File: src/rtl/eject_buffer.sv
// Ejection buffer between a mesh router's local port and the node receiver.
// It accepts flits by write_req/w_ack, queues correctly routed flits in a FWFT FIFO and counts misroutes.
module eject_buffer #(
  parameter int DEPTH = 4,
  parameter int PTR_W = 2
) (
  input  logic        clk,
  input  logic        reset,
  input  logic [2:0]  my_x,
  input  logic [2:0]  my_y,
  input  logic        write_req,
  input  logic [63:0] eject,
  output logic        w_ack,
  output logic        full,
  output logic        rd_valid,
  output logic [63:0] rd_data,
  input  logic        rd_ready,
  output logic [31:0] rcv_cnt,
  output logic [15:0] misroute_cnt
);

  localparam logic [PTR_W:0] FULL_COUNT = DEPTH[PTR_W:0];

  logic [63:0]    mem_q [DEPTH];
  logic [PTR_W-1:0] wr_ptr_q, wr_ptr_d;
  logic [PTR_W-1:0] rd_ptr_q, rd_ptr_d;
  logic [PTR_W:0] count_q, count_d;
  logic           w_ack_q, w_ack_d;
  logic [31:0]    rcv_cnt_q, rcv_cnt_d;
  logic [15:0]    misroute_q, misroute_d;

  logic accept;
  logic dest_ok;
  logic push;
  logic pop;

  assign full     = (count_q == FULL_COUNT);
  assign rd_valid = (count_q != '0);
  assign rd_data  = mem_q[rd_ptr_q];
  assign w_ack    = w_ack_q;
  assign rcv_cnt  = rcv_cnt_q;
  assign misroute_cnt = misroute_q;

  // The full check comes before the destination check, so a misroute is also blocked when full.
  assign accept  = write_req && !w_ack_q && !full && !reset;
  assign dest_ok = (eject[63:61] == my_x) && (eject[60:58] == my_y);
  assign push    = accept && dest_ok;
  assign pop     = rd_valid && rd_ready;

  always_comb begin
    w_ack_d    = accept;
    wr_ptr_d   = wr_ptr_q;
    rd_ptr_d   = rd_ptr_q;
    count_d    = count_q;
    rcv_cnt_d  = rcv_cnt_q;
    misroute_d = misroute_q;
    if (push) begin
      wr_ptr_d  = wr_ptr_q + 1'b1;
      rcv_cnt_d = rcv_cnt_q + 32'd1;
    end
    if (pop) begin
      rd_ptr_d = rd_ptr_q + 1'b1;
    end
    case ({push, pop})
      2'b10:   count_d = count_q + 1'b1;
      2'b01:   count_d = count_q - 1'b1;
      default: count_d = count_q;
    endcase
    if (accept && !dest_ok && (misroute_q != 16'hFFFF)) begin
      misroute_d = misroute_q + 16'd1;
    end
  end

  always_ff @(posedge clk) begin
    if (reset) begin
      wr_ptr_q   <= '0;
      rd_ptr_q   <= '0;
      count_q    <= '0;
      w_ack_q    <= 1'b0;
      rcv_cnt_q  <= '0;
      misroute_q <= '0;
    end else begin
      wr_ptr_q   <= wr_ptr_d;
      rd_ptr_q   <= rd_ptr_d;
      count_q    <= count_d;
      w_ack_q    <= w_ack_d;
      rcv_cnt_q  <= rcv_cnt_d;
      misroute_q <= misroute_d;
    end
  end

  // Storage needs no reset; emptiness is tracked by count alone.
  always_ff @(posedge clk) begin
    if (push) begin
      mem_q[wr_ptr_q] <= eject;
    end
  end

endmodule

File: config.mk
export PLATFORM = sky130hd
export DESIGN_NAME = eject_buffer
export DESIGN_NICKNAME = d
export VERILOG_FILES = /design/src/rtl/eject_buffer.sv
export SDC_FILE = /design/constraint.sdc
export NUM_CORES = 1
export LEC_CHECK = 0
export ABC_CLOCK_PERIOD_IN_PS = 6600
export BUFFER_PORTS_ARGS = -buffer_cell sky130_fd_sc_hd__buf_2
export CAP_MARGIN = 20
export CELL_PAD_IN_SITES_DETAIL_PLACEMENT = 0
export CELL_PAD_IN_SITES_GLOBAL_PLACEMENT = 1
export CORE_AREA = 2 2 204 206
export DETAILED_ROUTE_END_ITERATION = 6
export DIE_AREA = 0 0 206 208
export GPL_TIMING_DRIVEN = 0
export HOLD_SLACK_MARGIN = 0.1
export PLACE_DENSITY_LB_ADDON = 0.1
export RECOVER_POWER = 50
export REMOVE_ABC_BUFFERS = 1
export SYNTH_ARGS = -nofsm -noshare
export SYNTH_HDL_FRONTEND = slang
export SYNTH_SLANG_ARGS = --single-unit
File: constraint.sdc
create_clock -name clk -period 6.6 [get_ports clk]
set_input_delay 0 -clock clk [delete_from_list [all_inputs] [get_ports clk]]
set_output_delay 0 -clock clk [all_outputs]
set_load 0.02 [all_outputs]
# Word-level counts from Yosys, hierarchy flattened

Memory sizes are Yosys's and may differ from the RTL's. A register that Yosys moved wholly into a read port is not among the register bits.
Cells that the tools add are included.

Add/sub/neg operators: 6
Reductions and logical operators: 14
Multiplexer cells: 5
Equal/unequal tests: 6

Operators with widths:

| cell                                                | number |
|---|---|
| adder 32 x 1 -> 32 bit, second input constant       | 1 |
| adder 16 x 1 -> 16 bit, second input constant       | 1 |
| != test 16 bit, second input constant               | 1 |
| logical AND 1 bit                                   | 8 |
| equality test 3 bit                                 | 2 |
| one-hot mux 3 bit (2 select lines)                  | 1 |
| adder 2 x 1 -> 2 bit, second input constant         | 2 |
| logical NOT 1 bit                                   | 4 |
| two-way mux 2 bit                                   | 2 |
| adder 3 x 1 -> 3 bit, second input constant         | 1 |
| equality test 3 bit, second input constant          | 1 |
| nonzero test 3 bit                                  | 1 |
| subtractor 3 x 1 -> 3 bit, second input constant    | 1 |
| equality test 2 x 1 -> 1 bit, second input constant | 1 |
| equality test 2 bit, second input constant          | 1 |
| two-way mux 1 bit                                   | 2 |
| nonzero test 2 bit                                  | 1 |

Memories: 1
Logic and storage cells: 38
Bits in writable memories: 256
Flip-flop bits (word level): 56

Memories:

| name  | words | bits a word | read ports | clocked after memory_dff | wr ports | line | RTL |
|---|---|---|---|---|---|---|---|
| mem_q | 4     | 64          | 1          | 1                        | 1        | 24   | `logic [63:0] mem_q [DEPTH];` |

# Depth between registers and ports, before layout

Depth after elaboration: 7
Mapped depth: 10

# Worst setup path before layout

OpenSTA, ideal clock, no wires.

Path type: register -> register
Start point: register w_ack_q (netlist: w_ack)
End point: memory mem_q[0][0], enable pin
Arrival time: 3.094 ns
Clock period less this slack: 3.523 ns
Stages on the path, launching flop included: 5
Buffers on the path: 0
Data required time: 6.171 ns
Setup slack: 3.077 ns
Cell sequence: dfxtp_1 -> or3b_1 -> or2_4 -> nor3_2 -> and2_1

Cells in the longest elaborated chain, start to end: 7

RTL lines:

| element                                 | line | RTL |
|---|---|---|
| start: declaration                      | 28   | `logic w_ack_q, w_ack_d;` |
| start signal: assignment                | 86   | `w_ack_q <= w_ack_d;` |
| logical NOT 1 bit                       | 45   | `assign accept = write_req && !w_ack_q && !full && !reset;` |
| logical AND 1 bit (3 in series)         | 45   |  |
| logical AND 1 bit                       | 47   | `assign push = accept && dest_ok;` |
| two-way mux 1 bit                       | 94   | `if (push) begin` |
| two-way mux 1 bit (implied by the code) | 95   | `mem_q[wr_ptr_q] <= eject;` |
| end: declaration                        | 24   |  |

Every way passes these cells.

# Worst setup path in the final report

Start point: register w_ack_q (netlist: w_ack)
End point: register count_q[2]

Cells in the longest elaborated chain, start to end: 7

RTL lines:

| element                                                                  | line | RTL |
|---|---|---|
| logical NOT 1 bit *                                                      | 45   |  |
| logical AND 1 bit * (3 in series)                                        | 45   |  |
| logical AND 1 bit *                                                      | 47   |  |
| equality test 2 x 1 -> 1 bit or equality test 2 bit (tied branches)      | 64   | `case ({push, pop})` |
| one-hot mux 3 bit (2 select lines) or nonzero test 2 bit (tied branches) | -    |  |
| end signal: assignment                                                   | 85   | `count_q <= count_d;` |
| end: declaration                                                         | 27   | `logic [PTR_W:0] count_q, count_d;` |

Every way passes the cells marked *; elsewhere a longest branch is shown, timed or not.
A chain may end at the register's enable or synchronous reset.

==> metrics.txt <==
outcome finished with violations; failing checks max-capacitance violations, max-slew violations; final setup vio count 0; Max VDD drop approximately 140 uV; Crit Path Category reg2reg; top cells by count, synth edfxtp_1 (256), mux4_2 (64), dfxtp_1 (58), a21oi_1 (33), o21ai_0 (23); synth unique cells 51; Skew-Pair Late Insertion Delay 0.51 ns; FP Rows 74; Setup TNS 0 ns; CORE AREA 0.0406 mm^2; slew at the pin closest to its max-slew limit 1.97 ns; Fmax achieved 0.294 GHz; post_cts resized 0; antenna viol nets, final 0; final core occ between 30% and 40%; xor/xnor share of the synthesized area about 1.2%; Reg-to-Reg End count_q[2]; mean post-synth cell area 18.1 um^2; area delta synth->final 26.9%; fin area ~0.015 mm^2; area of the mapped netlist approximately 0.012 mm^2; Post-synth EDFFs 256; antenna violations before repair 2; met2 routed WL 13800 um; RSZ-0062 raised after global routing false; layout cells sized above 1 between 15 and 20%; adder-cell share of the synthesized area less than 1%; power per cell area between 200 and 300 mW/mm^2; Post-Route WL around 28000 um; CP endpoint count_q[2]; hold crit path type in2reg; Via-to-Cell Ratio 4.77; GRT Util Overall 13.3%; TritonCTS Buffers 36; Metal-1 WL 12000 um; Final nets slightly above 1k; Iter 0 DRT Violations 232; CP startpoint w_ack; largest family of logic cells by synthesized area multiplexers; Die Span Y 208 um; DR vias roughly 7.2k; grt ovf 0; # Post-CTS Setup Buffers 0; top-area cell type share of the netlist area 63.5%; H-Tree Depth 2; Post-synth ARST share 0%; Worst Skew 0.0112 ns; gpl congestion 0.751; mux cell area share after synthesis 12.3%; largest net degree at the start of global routing 51; post-route minimum period 3.40 ns; R2R Path Start w_ack; critical path launch point type register; CP Capture Type register; FILL cells 3874; Top Layer Used met4; Rel. slew slack -31.0%; Hold Path Depth 6; clk sinks 314; drt first pass iters 4; share of the clock period used by the worst path 51.5%; Post-DP Area between 0.01 and 0.015 mm^2; worst path arrival time 3.82 ns; #FFs+latches synth 314; Clk pin slew, worst setup/hold paths roughly 0.06 ns; Post-Synthesis Cells 668; CTS tree built; drt drc 0; R2R depth 10; DR WL/cell 18.7 um; Max Root-Sink Buffers 3; I/O pin cnt 189; total power 4.10 mW; die area 0.0428 mm^2; Synth area leaders edfxtp_1 (64%), mux4_2 (12%), dfxtp_1 (9.6%); leading area contributor after synthesis edfxtp_1; Final Hold Viols 0; Pins Over Slew Limit 25; most common cell in the synthesized netlist edfxtp_1; Synth Warn # 0; DPL Wire Length 17900 um; LEAKAGE 4.76 nW; post-synthesis sequential area ratio 73.1%; Synth Area in Simple Gates around 7.0%; count of input and output buffers 188; Synth Flop Type edfxtp_1; Starting Density between 20 and 30%; Req. time, crit path around 7.0 ns; worst reg-to-reg setup slack 3.20 ns; fraction of the mapped netlist area in compound gates 4.07%; vias in the first global route around 7.6k; met3 wire len roughly 1700 um; Max-Cap Viols 1; Die Wd 206 um; crit-path max FO 9; CTS root buf clkbuf_16; first-pass GRT wire length 43600 um
[metrics by stage]
stage | hold WS (ns) | cells | worst slack [ns]
global route | 0.144 | 1498 | 2.90
floorplan | 0.0691 | 641 | 3.08
finish | 0.121 | 1499 | 3.20
global placement | 0.211 | 1361 | 1.31
CTS | 0.101 | 1497 | 3.62
detailed placement | 0.218 | 1368 | 3.35
[what timing repair did]
| item | CTS | global route |
|---|---|---|
| hold buffers | 67 | 0 |
| endpoints found under the setup margin | 0 | 0 |
| endpoints found under the hold margin | 262 | 0 |
[worst max-delay path, cell delays in order (launching register included)]
cell     delay [ns]
dfxtp_1        0.32
or3b_1         0.40
or2_0          0.32
nor3_1         1.04
inv_1          0.16
ha_1           0.28
inv_1          0.07
fa_1           0.18
xor2_1         0.08
or3_1          0.31
a21oi_1        0.15
[layer usage]
metal | track usage, % | up-vias
met5 | 0 | -
met4 | 3.99 | 0
met3 | 3.38 | 42
met2 | 22.1 | 174
met1 | 17.0 | 3664
li1 | - | 3274
[area by class of cell]
class | instances | area (um^2) | area share, %
Timing Repair Buffer | 262 | 1630 | 10.6
Tap cell | 532 | 666 | 4.34
Clock inverter | 13 | 110 | 0.717
Clock buffer | 49 | 981 | 6.39
Antenna cell | 2 | 5.00 | 0.0326
Inverter | 14 | 53.8 | 0.351
Multi-Input combinational cell | 313 | 3060 | 19.9
Sequential cell | 314 | 8850 | 57.7
[logic make-up (layout without fill, tap and decap cells)]
kind of cell,count (synthesis),in the layout
other,0,2
adder cells (fa/ha/maj),8,8
AO/OA/AOI/OAI,81,81
buffers and inverters,41,338
multiplexers,68,68
XOR/XNOR,17,17
flip-flops,314,314
AND/OR/NAND/NOR,139,139
[how the worst min path moves through the flow]
| stage | start | slack [ns] | endpoint |
|---|---|---|---|
| 2_1_floorplan | reset | 0.07 | count_q[2] |
| 3_3_place_gp | eject[48] | 0.21 | mem_q[2][48] |
| 3_5_place_dp | eject[53] | 0.22 | mem_q[0][53] |
| 4_1_cts | my_y[2] | 0.10 | rcv_cnt[3] |
| 5_1_grt | my_y[2] | 0.14 | rcv_cnt[3] |
| 6_report | my_y[2] | 0.12 | rcv_cnt[3] |
[registers in the layout, summed over array words and instances, names as in the netlist, named ones only]
register and cells:
mem_q 256, rcv_cnt 32, misroute_cnt 16, count_q 3, rd_ptr_q 2, wr_ptr_q 2, w_ack 1
[cell usage in the layout, fill, tap and decap left out, types with 3 or more instances in the layout]
cell type,synthesis,routed
o311ai_0,6,6
nor2_1,20,20
dlygate4sd3_1,0,67
o41ai_1,5,5
and4_1,6,6
or3_1,20,20
and3_1,4,4
buf_2,6,58
and2_1,10,5
inv_1,13,13
clkinv_1,0,6
and2_4,0,4
mux4_2,64,64
ha_1,7,7
nand3_1,16,16
clkinv_2,0,4
o31ai_1,8,8
or4_1,10,10
clkbuf_1,16,141
nand4_1,12,13
dfxtp_1,58,57
o21ai_0,23,23
buf_16,0,6
nor3_1,3,3
a21oi_1,33,33
xor2_1,6,6
xnor2_1,11,11
mux2i_1,3,3
clkbuf_16,0,37
edfxtp_1,256,256
nand2_1,20,20
nand4b_1,3,3
[power by group]
group	total (mW)	switching [mW]	internal, mW
clock	1.85	0.739	1.11
combinational	0.103	0.0556	0.0474
sequential	2.14	0.00269	2.14
Note: power is estimated with default switching activity, not from simulation.
